## src/rtl/fetch_stage_pkg.sv

```systemverilog
// Shared definitions for the fetch stage: instruction layout, fetch state
// encoding and the default reset program counter.
package fetch_stage_pkg;

  localparam int unsigned INSTR_W    = 16;
  localparam int unsigned PC_W       = 16;

  localparam int unsigned OPCODE_MSB = 15;
  localparam int unsigned OPCODE_LSB = 12;
  localparam int unsigned IMMSRC_MSB = 7;
  localparam int unsigned IMMSRC_LSB = 0;

  localparam logic [PC_W-1:0] DEFAULT_RESET_PC = 16'h0000;

  // REQ: a memory read is outstanding. HOLD: an instruction waits for decode.
  typedef enum logic {
    REQ  = 1'b0,
    HOLD = 1'b1
  } fetchState_t;

endpackage

```

## src/rtl/fetch_stage_pc_reg.sv

```systemverilog
// Program counter register.
//   i_clk      clock, rising edge
//   i_rstn     synchronous active-low reset, loads RESET_PC
//   i_load     load i_loadAddr (wins over i_inc)
//   i_loadAddr redirect target
//   i_inc      advance by PC_STEP (16-bit modulo)
//   o_pc       current program counter
module pc_reg
  import fetch_stage_pkg::*;
#(
  parameter logic [PC_W-1:0] RESET_PC = DEFAULT_RESET_PC,
  parameter logic [PC_W-1:0] PC_STEP  = 16'd2
) (
  input  logic            i_clk,
  input  logic            i_rstn,
  input  logic            i_load,
  input  logic [PC_W-1:0] i_loadAddr,
  input  logic            i_inc,
  output logic [PC_W-1:0] o_pc
);

  logic [PC_W-1:0] pcQ;

  always_ff @(posedge i_clk) begin
    if (!i_rstn) begin
      pcQ <= RESET_PC;
    end else if (i_load) begin
      pcQ <= i_loadAddr;
    end else if (i_inc) begin
      pcQ <= pcQ + PC_STEP;
    end
  end

  assign o_pc = pcQ;

endmodule

```

## src/rtl/fetch_stage.sv

```systemverilog
// Instruction fetch stage. Owns the PC, issues one outstanding memory read at
// a time, latches the returned word and hands it to decode over valid/ready.
//   i_clk, i_rstn        clock / synchronous active-low reset
//   o_memReq, o_memAddr  read request and address (address = PC)
//   i_memAck, i_memData  one-cycle acknowledge with returned instruction
//   o_valid, i_ready     handshake towards decode
//   o_instr, o_pc        instruction register and its address
//   o_opcode, o_immSrc   pre-split fields of o_instr
//   i_redirValid/Addr    branch/jump redirect (target bit 0 forced to 0)
module fetch_stage
  import fetch_stage_pkg::*;
#(
  parameter logic [PC_W-1:0] RESET_PC = DEFAULT_RESET_PC,
  parameter logic [PC_W-1:0] PC_STEP  = 16'd2
) (
  input  logic                             i_clk,
  input  logic                             i_rstn,
  output logic                             o_memReq,
  output logic [PC_W-1:0]                  o_memAddr,
  input  logic                             i_memAck,
  input  logic [INSTR_W-1:0]               i_memData,
  output logic                             o_valid,
  input  logic                             i_ready,
  output logic [INSTR_W-1:0]               o_instr,
  output logic [PC_W-1:0]                  o_pc,
  output logic [OPCODE_MSB-OPCODE_LSB:0]   o_opcode,
  output logic [IMMSRC_MSB-IMMSRC_LSB:0]   o_immSrc,
  input  logic                             i_redirValid,
  input  logic [PC_W-1:0]                  i_redirAddr
);

  fetchState_t        state, stateNext;
  logic               dropFlag, dropNext;
  logic [INSTR_W-1:0] instrReg;
  logic [PC_W-1:0]    pcOut;
  logic [PC_W-1:0]    pc;
  logic [PC_W-1:0]    redirTarget;
  logic               pcLoad, pcInc, captureInstr;

  assign redirTarget = i_redirAddr & ~16'h0001;

  pc_reg #(
    .RESET_PC (RESET_PC),
    .PC_STEP  (PC_STEP)
  ) uPcReg (
    .i_clk      (i_clk),
    .i_rstn     (i_rstn),
    .i_load     (pcLoad),
    .i_loadAddr (redirTarget),
    .i_inc      (pcInc),
    .o_pc       (pc)
  );

  // State register, drop flag and instruction/pc capture.
  always_ff @(posedge i_clk) begin
    if (!i_rstn) begin
      state    <= REQ;
      dropFlag <= 1'b0;
      instrReg <= '0;
      pcOut    <= '0;
    end else begin
      state    <= stateNext;
      dropFlag <= dropNext;
      if (captureInstr) begin
        instrReg <= i_memData;
        pcOut    <= pc;
      end
    end
  end

  // Next-state logic. A redirect overrides everything else.
  always_comb begin
    stateNext    = state;
    dropNext     = dropFlag;
    pcLoad       = 1'b0;
    pcInc        = 1'b0;
    captureInstr = 1'b0;
    if (i_redirValid) begin
      pcLoad = 1'b1;
      unique case (state)
        HOLD: stateNext = REQ;
        // The in-flight read cannot be cancelled: if it has not returned
        // yet its data must be discarded later. A read that returns in the
        // redirect cycle (stale or not) is discarded right here, so the
        // flag ends up clear in that case.
        REQ:  dropNext = !i_memAck;
        default: stateNext = REQ;
      endcase
    end else begin
      unique case (state)
        REQ: begin
          if (i_memAck) begin
            if (dropFlag) begin
              dropNext = 1'b0;
            end else begin
              captureInstr = 1'b1;
              pcInc        = 1'b1;
              stateNext    = HOLD;
            end
          end
        end
        HOLD: begin
          if (i_ready) stateNext = REQ;
        end
        default: stateNext = REQ;
      endcase
    end
  end

  // Output decode.
  always_comb begin
    o_memReq = (state == REQ) && i_rstn;
    o_valid  = (state == HOLD);
  end

  assign o_memAddr = pc;
  assign o_instr   = instrReg;
  assign o_pc      = pcOut;
  assign o_opcode  = instrReg[OPCODE_MSB:OPCODE_LSB];
  assign o_immSrc  = instrReg[IMMSRC_MSB:IMMSRC_LSB];

endmodule
```

## config.mk

```make
export PLATFORM = sky130hd
export DESIGN_NAME = fetch_stage
export DESIGN_NICKNAME = d
export VERILOG_FILES = /design/src/rtl/fetch_stage_pkg.sv /design/src/rtl/fetch_stage_pc_reg.sv /design/src/rtl/fetch_stage.sv
export SDC_FILE = /design/constraint.sdc
export NUM_CORES = 1
export LEC_CHECK = 0
export CORE_UTILIZATION = 30
export DETAILED_ROUTE_END_ITERATION = 7
export MAX_ROUTING_LAYER = met4
export PLACE_DENSITY = 0.64
export RECOVER_POWER = 25
export SLEW_MARGIN = 20
export SYNTH_ARGS = -nofsm -noshare
export SYNTH_HDL_FRONTEND = slang
export SYNTH_HIERARCHICAL = 1
export SYNTH_SLANG_ARGS = --single-unit
```

## constraint.sdc

```tcl
create_clock -name i_clk -period 2.4 [get_ports i_clk]
set_input_delay 0.6 -clock i_clk [delete_from_list [all_inputs] [get_ports i_clk]]
set_output_delay 0.6 -clock i_clk [all_outputs]
set_load 0.05 [all_outputs]
```

==> results of run 1 <==
## layer usage
metal,vias to the layer above,routed length [um],GRT usage [%]
met5,-,0,-
met3,6,356,4.15
met2,69,2570,23.1
met1,904,2560,17.1
met4,0,66,4.44
li1,1012,-,-
## path summary, 6_finish.rpt
path	to	slack, ps	depth (start not counted)
max	o_valid	170	1
min	o_pc[1]	460	2
max reg2reg	o_pc[8]	710	3
min reg2reg	o_pc[1]	460	2
## placed cells by master, fill, tap and decap left out, types with 2 or more instances in the layout
cell | Yosys | final
clkdlybuf4s50_1 | 0 | 86
nand2_1 | 71 | 71
dfxtp_1 | 50 | 50
mux2i_1 | 34 | 34
a21oi_1 | 11 | 11
o21ai_0 | 10 | 10
dlygate4sd3_1 | 0 | 9
xor2_1 | 9 | 9
nand4_1 | 6 | 6
nand3_1 | 6 | 6
clkbuf_8 | 0 | 5
buf_4 | 13 | 5
xnor2_1 | 5 | 5
and4_1 | 4 | 4
o211a_1 | 4 | 4
nor2b_1 | 3 | 3
clkbuf_1 | 8 | 3
nand2b_1 | 2 | 2
inv_1 | 2 | 2
nor4_1 | 2 | 2
## power by group
group	switching, mW	internal, mW
registers	0.0405	0.872
logic	0.298	0.196
clock network	0.289	0.205
total	0.628	1.27
## layout make-up
type | count | area (um^2)
fillers | 733 | 4010
multi-input cells | 175 | 1100
inverters | 2 | 7.51
well taps | 99 | 124
clock inverters | 3 | 21.3
repair buffers | 106 | 1030
flip-flops and latches | 50 | 1000
clock buffers | 5 | 68.8
## registers in the layout, indices dropped and copies added (netlist names)
| signal | flops |
|---|---|
| dropFlag | 1 |
| uPcReg/o_pc | 16 |
| o_pc | 16 |
| o_instr | 16 |
| o_valid | 1 |
## logic make-up after synthesis
logic type	share of synthesized area (%)
simple gates	19.3
other cells	0.161
flops	43.0
xor+xnor	5.26
buf+inv	10.2
fa+ha+maj	0.537
compound gates	7.04
mux	14.6
==> qor.csv, run 1 <==
metric,value,unit
run status,completed,
WL final,5.55,mm
largest area contributor in the netlist,dfxtp_1,
post-route non-filler standard cell count,440,
fin area,3360,um^2
pre-CTS setup slack,-41.6,ps
vias post-DR,1991,
Yosys reg bits,50,
CTS Buf Count,5,
# DRC,0,
pwr/cell area,566,nW/um^2
vias in the first global route,1882,
most frequent cell after synthesis,nand2_1,
post-cts sizing count,0,
Post-synth EDFFs,0,
CP peak stage delay,850,ps
WP buf/inv,1,
clock root cell,clkbuf_8,
max-slew headroom at the worst pin,60.6,%
Peak VDD IR,0.000224,V
Post-Synthesis Cell Area,2330,um^2
register area share after synthesis,43.0,%
slowest CP cell,clkdlybuf4s50_1,
min Tclk post-route,2230,ps
Chip Width,90.1,um
area share of the largest cell type after synthesis,43.0,%
ANT nets after route,0,
row count,31,
Post-synth top cells,"71 x nand2_1, 50 x dfxtp_1, 34 x mux2i_1, 13 x buf_4, 11 x a21oi_1",
worst-case clock skew,7.73,ps
CTS tree,built,
H-Tree Depth,2,
Final Max Slew Viols,0,
GRT Overall Usage,14.3,%
DR iter-0 viols,64,
largest net degree at the start of global routing,83,
setup_tns,0,ps
Post-Synthesis Cells,258,
CP startpoint,o_valid,
# Post-CTS Setup Buffers,0,
grt ovf,0,
worst-margin pin slew,593,ps
unrepaired setup endpoints after global routing,no,
Port Buf Inserts,97,
family with the most delay on the worst path,buffers and inverters,
Core Region,7370,um^2
Final #Nets,378,
clock sinks,50,
crit path DAT,1630,ps
drt pass-1 iters,4,
GPL Wtd Cong,0.736,
Placed Area,3290,um^2
height of the die,90.1,um
layout cells sized above 1,5.57,%
area delta synth->final,44.0,%
maxcap violations,0,
count of cell types in the netlist,28,
"FFs w/ async S/R, synth",0,%
Pwr Total,1.90,mW
Finish-stage setup viols,0,
synth top area cells,"dfxtp_1 43%, mux2i_1 15%, nand2_1 11%, buf_4 4.2%, xor2_1 3.4%",
syn_nets,296,
fin crit share,92.9,%
CTS Hold Bufs,0,
Hold Startpoint,o_pc[1],
Avg Inst Size Synth,9.03,um^2
final worst slack,170,ps
count of final hold-check violations,0,
initial antenna violation count,0,
Crit Path Max Fanout,7,
worst hold slack,457,ps
yosys warns,6,
Fmax achieved,448,MHz
Detail Placement HPWL,3.85,mm
Crit Path Category,flip-flop to primary output,
number of vias per cell,4.53,
worst min path class,flip-flop to flip-flop,
Startpoint Class,flip-flop,
Required @ worst endpoint,1800,ps
Worst-path clk slew,90,ps
FF-to-FF Start,dropFlag,
wire length per cell,12.6,um
boundary pin count,99,
CP endpoint kind,primary output,
clk buf depth,2,
worst-path cell chain,clkdlybuf4s50_1,
fin util,45.5,%
Starting Density,31.6,%
global-route wire length before repair,9.11,mm
worst skew pair latency,310,ps
diode count,0,
Lkg Pwr,1.27,nW
placed instance count,432,
main flop type after synthesis,dfxtp_1,
area of the die,8120,um^2
Note: power is estimated with default switching activity, not from simulation.
==> run 2, diff against run 1 <==
RECOVER_POWER = 100   (was 25)
==> run 2 against run 1 <==
Global-route usage is the same. Clock skew is essentially flat. Register-to-register slack is essentially flat. Via count grew 0.80%. Largest power group unchanged. First-iteration DRC count is the same. Clock power is essentially flat. Non-clock buffer count is the same. Sequential share of layout area is the same. Critical path depth is the same. Worst setup slack lost 48 ps. Power shrank 0.96%. Final cell count is the same.
==> qor.csv, run 2 (synthesized netlist as in run 1, its figures left out) <==
metric,value,unit,change
run status,completed,,
layout cells sized above 1,5.57,%,unchanged
worst-margin pin slew,593,ps,unchanged
combinational share of power,25.4,%,-0.6 points
Fmax achieved,439,MHz,-2.1%
Final #Nets,378,,unchanged
CTS Hold Bufs,0,,unchanged
WL final,5.54,mm,-0.14%
max-slew headroom at the worst pin,60.6,%,unchanged
GRT Overall Usage,14.3,%,unchanged
fin area,3360,um^2,unchanged
min Tclk post-route,2280,ps,+48.4 ps
GRT met3 Usage,4.15,%,unchanged
# Post-CTS Setup Buffers,0,,unchanged
worst-case clock skew,7.95,ps,+0.216 ps
placed instance count,432,,unchanged
CP peak stage delay,910,ps,+60 ps
post-cts sizing count,0,,unchanged
fin util,45.5,%,unchanged
worst-path cell chain,dlygate4sd3_1,,
Core Region,7370,um^2,unchanged
setup_tns,0,ps,unchanged
Int Power,1.26,mW,-1.3%
Final Max Slew Viols,0,,unchanged
number of vias per cell,4.56,,+0.80%
drt pass-1 iters,4,,unchanged
initial antenna violation count,0,,unchanged
Crit Path Max Fanout,6,,-1
WP buf/inv,1,,unchanged
count of final hold-check violations,0,,unchanged
grt met2 use,23.1,%,unchanged
switching share of power,33.2,%,+0.20 points
largest net degree at the start of global routing,83,,unchanged
global-route wire length before repair,9.11,mm,unchanged
worst hold slack,457,ps,+0.0270 ps
Psw,625,uW,-0.36%
maxcap violations,0,,unchanged
most frequent cells in the layout,"71 x nand2_1, 61 x dlygate4sd3_1, 50 x dfxtp_1, 34 x mux2i_1, 34 x clkdlybuf4s50_1",,
Startpoint Class,flip-flop,,
Finish-stage setup viols,0,,unchanged
Fillers,733,,unchanged
area delta synth->final,44.0,%,unchanged
fin crit share,94.9,%,+2.0 points
# DRC,0,,unchanged
CTS tree,built,,
CP endpoint kind,primary output,,
worst min path class,flip-flop to flip-flop,,
final worst slack,122,ps,-48.4 ps
crit path DAT,1680,ps,+50 ps
slowest CP cell,dlygate4sd3_1,,
Clk pwr share,26.2,%,+0.2 points
Worst-path clk slew,90,ps,about the same
CTS Buf Count,5,,unchanged
"most common cell after layout, fill and taps aside",nand2_1,,
row count,31,,unchanged
Peak VDD IR,0.000224,V,about the same
vias post-DR,2007,,+0.80%
Port Buf Inserts,97,,unchanged
GR Util met1,17.1,%,unchanged
Crit Path Category,flip-flop to primary output,,
Placed Area,3290,um^2,unchanged
Lkg Pwr,1.42,nW,+12%
Pwr Total,1.88,mW,-0.96%
ANT nets after route,0,,unchanged
post-route non-filler standard cell count,440,,unchanged
unrepaired setup endpoints after global routing,no,,
family with the most delay on the worst path,buffers and inverters,,
Detail Placement HPWL,3.85,mm,unchanged
height of the die,90.1,um,unchanged
clk buf depth,2,,unchanged
Seq pwr share,48.4,%,+0.4 points
DR iter-0 viols,64,,unchanged
pwr/cell area,561,nW/um^2,-0.96%
Required @ worst endpoint,1800,ps,about the same
clock root cell,clkbuf_8,,
vias in the first global route,1882,,unchanged
clock sinks,50,,unchanged
diode count,0,,unchanged
Chip Width,90.1,um,unchanged
wire length per cell,12.6,um,-0.14%
H-Tree Depth,2,,unchanged
boundary pin count,99,,unchanged
gr busiest metal,met2,,
grt ovf,0,,unchanged
Starting Density,31.6,%,unchanged
worst skew pair latency,310,ps,about the same
area of the die,8120,um^2,unchanged
GPL Wtd Cong,0.736,,unchanged
pre-CTS setup slack,-41.6,ps,unchanged
==> run 2: worst register-to-register path, stage by stage, from the launching register on <==
cell      delay [ps]
dfxtp_1          350
nor4b_4          420
clkbuf_1         390
nand2_1          120
xor2_1           150
nand2_1           70
o211a_1          110
==> run 2: final cells by class <==
cell class,count,area [um^2],area share [%]
inverter,2,7.51,0.224
tap,99,124,3.69
timing repair buffer,106,1030,30.8
clock buffer,5,68.8,2.05
multi-input combinational,175,1100,32.8
clock inverter,3,21.3,0.634
sequential,50,1000,29.8
==> run 2: power by group through the flow <==
stage	combinational [mW]	sequential (mW)	clock, mW
floorplan	0.188	1.07	0
global placement	0.502	0.932	0
detailed placement	0.505	0.933	0
CTS	0.507	0.914	0.527
global route	0.505	0.920	0.563
finish	0.478	0.911	0.494
==> run 2: per-layer routing <==
metal / part of all wire (%) / vias to the layer above
li1: - / 1016
met2: 46 / 72
met3: 6.5 / 7
met1: 46 / 912
met5: 0 / -
met4: 1.1 / 0
==> run 2: path summary, 6_finish.rpt <==
path                   start              to  slack [ps]  depth (start not counted)
min                  o_pc[1]         o_pc[1]         460                          2
max          uPcReg/o_pc[12]   o_memAddr[12]         120                          1
min reg2reg          o_pc[1]         o_pc[1]         460                          2
max reg2reg         dropFlag  uPcReg/o_pc[3]         710                          6
